## src/rtl/serial_subtractor.sv

```systemverilog
// serial_subtractor
// Bit-serial WIDTH-bit subtractor. It computes A - B one bit per clock,
// starting at the LSB. It uses a single full-subtractor cell and a registered
// borrow.
//
// A start/done handshake brackets each operation:
//   - start is accepted only in IDLE.
//   - busy is high for WIDTH cycles while the bits are processed.
//   - done pulses for one cycle when diff/bout become valid.
// diff/bout hold their value until the next accepted start.
//
// Optional build macro SERIAL_SUBTRACTOR_ADD_EN adds a 'mode' input
// (0 = subtract, 1 = add). In add mode, bout reports the carry-out.
//
// Ports:
//   clk    in   rising-edge clock
//   rst    in   synchronous active-high reset
//   start  in   operation request, sampled in IDLE only
//   a      in   [WIDTH] minuend, captured on accepted start
//   b      in   [WIDTH] subtrahend, captured on accepted start
//   mode   in   (SERIAL_SUBTRACTOR_ADD_EN only) 0=sub, 1=add
//   busy   out  high while bits are shifting
//   done   out  one-cycle result-valid pulse
//   diff   out  [WIDTH] result modulo 2^WIDTH
//   bout   out  final borrow (or carry in add mode)
`timescale 1ns/1ps
module serial_subtractor #(
  parameter int WIDTH = 8
) (
  input  logic             clk,
  input  logic             rst,
  input  logic             start,
  input  logic [WIDTH-1:0] a,
  input  logic [WIDTH-1:0] b,
`ifdef SERIAL_SUBTRACTOR_ADD_EN
  input  logic             mode,
`endif
  output logic             busy,
  output logic             done,
  output logic [WIDTH-1:0] diff,
  output logic             bout
);

  localparam int CW = $clog2(WIDTH) + 1;
  localparam logic [CW-1:0] LAST = CW'(WIDTH - 1);

  typedef enum logic [1:0] {
    IDLE,
    SHIFT,
    DONE
  } state_t;

  state_t           state_q, state_d;
  logic [WIDTH-1:0] sa_q, sa_d;
  logic [WIDTH-1:0] sb_q, sb_d;
  logic [WIDTH-1:0] diff_q, diff_d;
  logic [CW-1:0]    cnt_q, cnt_d;
  logic             br_q, br_d;
  logic             bout_q, bout_d;
`ifdef SERIAL_SUBTRACTOR_ADD_EN
  logic             mode_q, mode_d;
`endif

  // The single arithmetic cell operates on the current LSBs.
  // br_q holds the borrow (or the carry in add mode).
  logic cell_d, cell_br;

  always_comb begin
    cell_d = sa_q[0] ^ sb_q[0] ^ br_q;
`ifdef SERIAL_SUBTRACTOR_ADD_EN
    if (mode_q) begin
      cell_br = (sa_q[0] & sb_q[0]) | (br_q & (sa_q[0] ^ sb_q[0]));
    end else begin
      cell_br = (~sa_q[0] & sb_q[0]) | (~(sa_q[0] ^ sb_q[0]) & br_q);
    end
`else
    cell_br = (~sa_q[0] & sb_q[0]) | (~(sa_q[0] ^ sb_q[0]) & br_q);
`endif
  end

  always_comb begin
    state_d = state_q;
    sa_d    = sa_q;
    sb_d    = sb_q;
    diff_d  = diff_q;
    cnt_d   = cnt_q;
    br_d    = br_q;
    bout_d  = bout_q;
`ifdef SERIAL_SUBTRACTOR_ADD_EN
    mode_d  = mode_q;
`endif
    busy    = 1'b0;
    done    = 1'b0;

    case (state_q)
      IDLE: begin
        if (start) begin
          sa_d    = a;
          sb_d    = b;
          br_d    = 1'b0;
          cnt_d   = '0;
          diff_d  = '0;
          bout_d  = 1'b0;
`ifdef SERIAL_SUBTRACTOR_ADD_EN
          mode_d  = mode;
`endif
          state_d = SHIFT;
        end
      end

      SHIFT: begin
        busy = 1'b1;
        sa_d = sa_q >> 1;
        sb_d = sb_q >> 1;
        // Each result bit enters at the MSB.
        // After WIDTH shifts, the LSB has reached bit 0.
        diff_d = {cell_d, diff_q[WIDTH-1:1]};
        br_d   = cell_br;
        cnt_d  = cnt_q + CW'(1);
        if (cnt_q == LAST) begin
          bout_d  = cell_br;
          state_d = DONE;
        end
      end

      DONE: begin
        done    = 1'b1;
        state_d = IDLE;
      end

      default: state_d = IDLE;
    endcase
  end

  always_ff @(posedge clk) begin
    if (rst) begin
      state_q <= IDLE;
      sa_q    <= '0;
      sb_q    <= '0;
      diff_q  <= '0;
      cnt_q   <= '0;
      br_q    <= 1'b0;
      bout_q  <= 1'b0;
`ifdef SERIAL_SUBTRACTOR_ADD_EN
      mode_q  <= 1'b0;
`endif
    end else begin
      state_q <= state_d;
      sa_q    <= sa_d;
      sb_q    <= sb_d;
      diff_q  <= diff_d;
      cnt_q   <= cnt_d;
      br_q    <= br_d;
      bout_q  <= bout_d;
`ifdef SERIAL_SUBTRACTOR_ADD_EN
      mode_q  <= mode_d;
`endif
    end
  end

  assign diff = diff_q;
  assign bout = bout_q;

endmodule

```

## config.mk

```make
export PLATFORM = sky130hd
export DESIGN_NAME = serial_subtractor
export DESIGN_NICKNAME = d
export VERILOG_FILES = /design/src/rtl/serial_subtractor.sv
export SDC_FILE = /design/constraint.sdc
export NUM_CORES = 1
export LEC_CHECK = 0
export BUFFER_PORTS_ARGS = -buffer_cell sky130_fd_sc_hd__buf_4
export CAP_MARGIN = 20
export CORE_MARGIN = 2
export CORE_UTILIZATION = 47
export DETAILED_ROUTE_END_ITERATION = 8
export PLACE_DENSITY = 0.84
export REMOVE_ABC_BUFFERS = 1
export SLEW_MARGIN = 20
export SYNTH_ARGS = -nofsm -noshare
export SYNTH_HDL_FRONTEND = slang
export SYNTH_SLANG_ARGS = --single-unit
```

## constraint.sdc

```tcl
create_clock -name clk -period 1.1 [get_ports clk]
set_input_delay 0.11 -clock clk [delete_from_list [all_inputs] [get_ports clk]]
set_output_delay 0.11 -clock clk [all_outputs]
set_load 0.02 [all_outputs]
```

==> key figures <==
Status
  • Status: complete, but fails checks
  • Failing checks: negative setup slack

CTS
  • H-tree level count: 2
  • CTS sink count: 32
  • Worst-path clk slew: 0.09 ns
  • Clock buffer depth: 2
  • CTS tree: built
  • CTS Hold Bufs: 0
  • CTS Buf Count: 5
  • Clock latency on the worst-skew pair: 0.33 ns
  • Root buf cell: clkbuf_4

Die
  • IO Pins: 30
  • Die H: 58.12 um
  • Starting density of the core: 0.4991
  • Chip Width: ~58 um
  • Die area: roughly 0.0034 mm^2
  • FP Rows: 19
  • Core Region: between 0.002 and 0.003 mm^2

Placed design
  • PortBufs: 29
  • Placed cells: about 210
  • DP Wirelength: 2014 um
  • Routability cong.: 0.7989

Logic synthesis
  • Post-Syn Area: 0.001376 mm^2
  • Synthesized flop and latch total: 32
  • Sequential share of the synthesized area: 0.4655
  • Distinct cells, synth: 32
  • Post-synth ARST share: 0
  • Post-Synthesis Cells: ~160
  • Most common flop cell mapped by yosys: dfxtp_1
  • Syn avg cell area: around 8.9 um^2
  • Ys Warns: 0
  • Post-synth EDFFs: 0

Setup path
  • Critical path fanouts, max: 4
  • Cell Chain, Critical Path: nand2b_4 > buf_4 > or3_1 > a31oi_1
  • Crit path launch type: flop
  • R2R Path Start: state_q[1]$_SDFFE_PP0P_
  • CP Data Arrival Time: 1.52 ns
  • Setup CP Type: flop to flop
  • Worst reg-to-reg path cell count: 4
  • Critical Path RT: between 1 and 1.5 ns
  • R2r setup slk: -0.17 ns
  • Worst r2r dst: cnt_q[3]$_SDFFE_PP0P_
  • Slowest stage cell on the critical path: dfxtp_2
  • CP Capture Type: flop
  • Worst path max stage delay: between 0.3 and 0.4 ns

STA
  • Final Cycle Share: 1.157
  • FMAX: 785.9 MHz
  • Relative slew slack: 0.7286
  • Worst slew pin tran: 0.4071 ns
  • RSZ-0062 raised after global routing: true
  • Setup-failing EPs final: 31
  • Worst Skew: 0.003350 ns
  • Accumulated negative setup slack: -1.887 ns
  • Final Hold Viols: 0
  • Min Clock Period, post-route: 1.272 ns
  • Worst Slack Setup Final: -0.1725 ns
  • Max-slew violations: 0

Power and ir drop
  • Total power: 2.564 mW
  • VDD IR max: around 1.2 mV
  • Power Dens Cells: 1227 mW/mm^2
  • Cell leakage power: about 0.84 nW

Routing
  • Wire length on met3: 291 um
  • DRT Pass-1 Iters: 5
  • Wl on met1: 1661 um
  • Final ANT Viol Nets: 0
  • Post-route DRC: 0
  • DRT iter0 DRCs: 61
  • DR top layer: met4
  • Vias: 1402
  • Met2 WL: 2122 um
  • Vias per cell: 6.096
  • Routed WL: 4234 um
  • WL/cell: 18.41 um

Finish
  • Fraction of layout cells with a size suffix above 1: 0.5427
  • Fin nets: 220
  • Commonest non-fill, non-tap cells in the layout: 35 x buf_4, 26 x dfxtp_1, 17 x nand2_1
  • Area Overhead vs Synth: 51.91%
  • Util after Layout: 0.7582
  • Ant diodes: 0
  • Non-Filler Instances: 230
  • FILL cells: 159
  • Area occupied by multi-input gates: around 830 um^2
  • Sequential Area: 655.6 um^2
  • Commonest non-fill, non-tap cell in the layout: buf_4

GRT
  • Vias in the first global route: 1269
  • Initial antenna violation count: 0
  • GRT overflow: 0
  • All-Layer GR Usage: 0.2135
  • Largest net degree at the start of global routing: 34
  • First-pass GRT wire length: 5409 um

Worst hold path
  • Hold crit path type: primary input to flop
  • Hold Crit Depth: 3
  • Worst hold start: b[5]
  • Worst Hold Path EP: sb_q[5]$_SDFFE_PP0P_

Run
  • Maxcap violations: 0
cell families (layout without fill, tap and decap cells):
family / after synthesis / after routing / share of synthesized area
AO/OA/AOI/OAI: 49 / 49 / 0.2518
adder cells (fa/ha/maj): 2 / 2 / 0.02364
buffers and inverters: 14 / 58 / 0.07545
flip-flops: 32 / 32 / 0.4655
AND/OR/NAND/NOR: 58 / 58 / 0.1837
per-stage QoR:
stage	setup slack, ns	hold slack [ns]	instance area (um^2)
after floorplan	-0.3788	0.1746	1282
after global placement	-0.1490	0.3691	1624
after detailed placement	-0.2259	0.3765	1624
after CTS	-0.1157	0.01541	1831
after global routing	-0.2134	0.02389	2091
final	-0.1725	0.03729	2091
power by group:
part | switching (mW) | internal [mW]
Combinational | 0.271 | 0.269
Sequential | 0.0623 | 1.22
Clock | 0.382 | 0.362
flip-flops by register name, summed over array words and instances (netlist names):
signal / count
bout: 1
state_q: 2
br_q: 1
diff: 8
sb_q: 8
cnt_q: 4
sa_q: 8
synthesized netlist by cell type, types with 2 or more instances:
cell type	n	area, um^2
nor3_1	2	10.01
a21oi_1	16	80.08
nand3_1	4	20.02
clkbuf_1	3	11.26
nor2_1	24	90.09
o22ai_1	2	12.51
dfxtp_1	32	640.6
a22oi_1	9	67.56
nand2_1	19	71.32
a31oi_1	2	12.51
nor2b_1	3	18.77
buf_2	2	10.01
a211oi_1	13	97.59
buf_6	6	67.56
critical path, delay by kind of cell (launching register included):
family	cells	cell delay, ns
AND/OR/NAND/NOR	2	0.54
buffers and inverters	1	0.16
flip-flops	1	0.35
AO/OA/AOI/OAI	1	0.15
repair_timing:
item                                    CTS  global route
pin swaps                                18            18
resized for setup                        31            39
endpoints found under the setup margin   31            32
setup buffers                             3             5
cloned                                    3             1
worst max-delay path by stage:
stage / cells after the start / start / slack (ns) / end
after floorplan: 4 / state_q[1]$_SDFFE_PP0P_ / -0.38 / sa_q[0]$_SDFFE_PP0P_
after CTS: 3 / state_q[0]$_SDFFE_PP0P_ / -0.12 / done
after global routing: 4 / state_q[1]$_SDFFE_PP0P_ / -0.21 / cnt_q[3]$_SDFFE_PP0P_
after detailed placement: 4 / state_q[0]$_SDFFE_PP0P_ / -0.23 / sa_q[0]$_SDFFE_PP0P_
after global placement: 4 / state_q[0]$_SDFFE_PP0P_ / -0.15 / sa_q[0]$_SDFFE_PP0P_
final: 4 / state_q[1]$_SDFFE_PP0P_ / -0.17 / cnt_q[3]$_SDFFE_PP0P_
routing by layer:
layer  global-route usage  up-vias
li1                     -      637
met1               0.2232      664
met2               0.3799       81
met3              0.07366       20
met4               0.1030        0
met5                    0        -
area by class of cell:
cell class | count | area share
Multi-Input combinational cell | 109 | 0.3986
Sequential cell | 32 | 0.3136
Timing Repair Buffer | 47 | 0.2202
Clock buffer | 7 | 0.03112
Tap cell | 31 | 0.01855
Timing Repair inverter | 2 | 0.01077
Inverter | 2 | 0.007181
(Power assumes the default switching activity.)
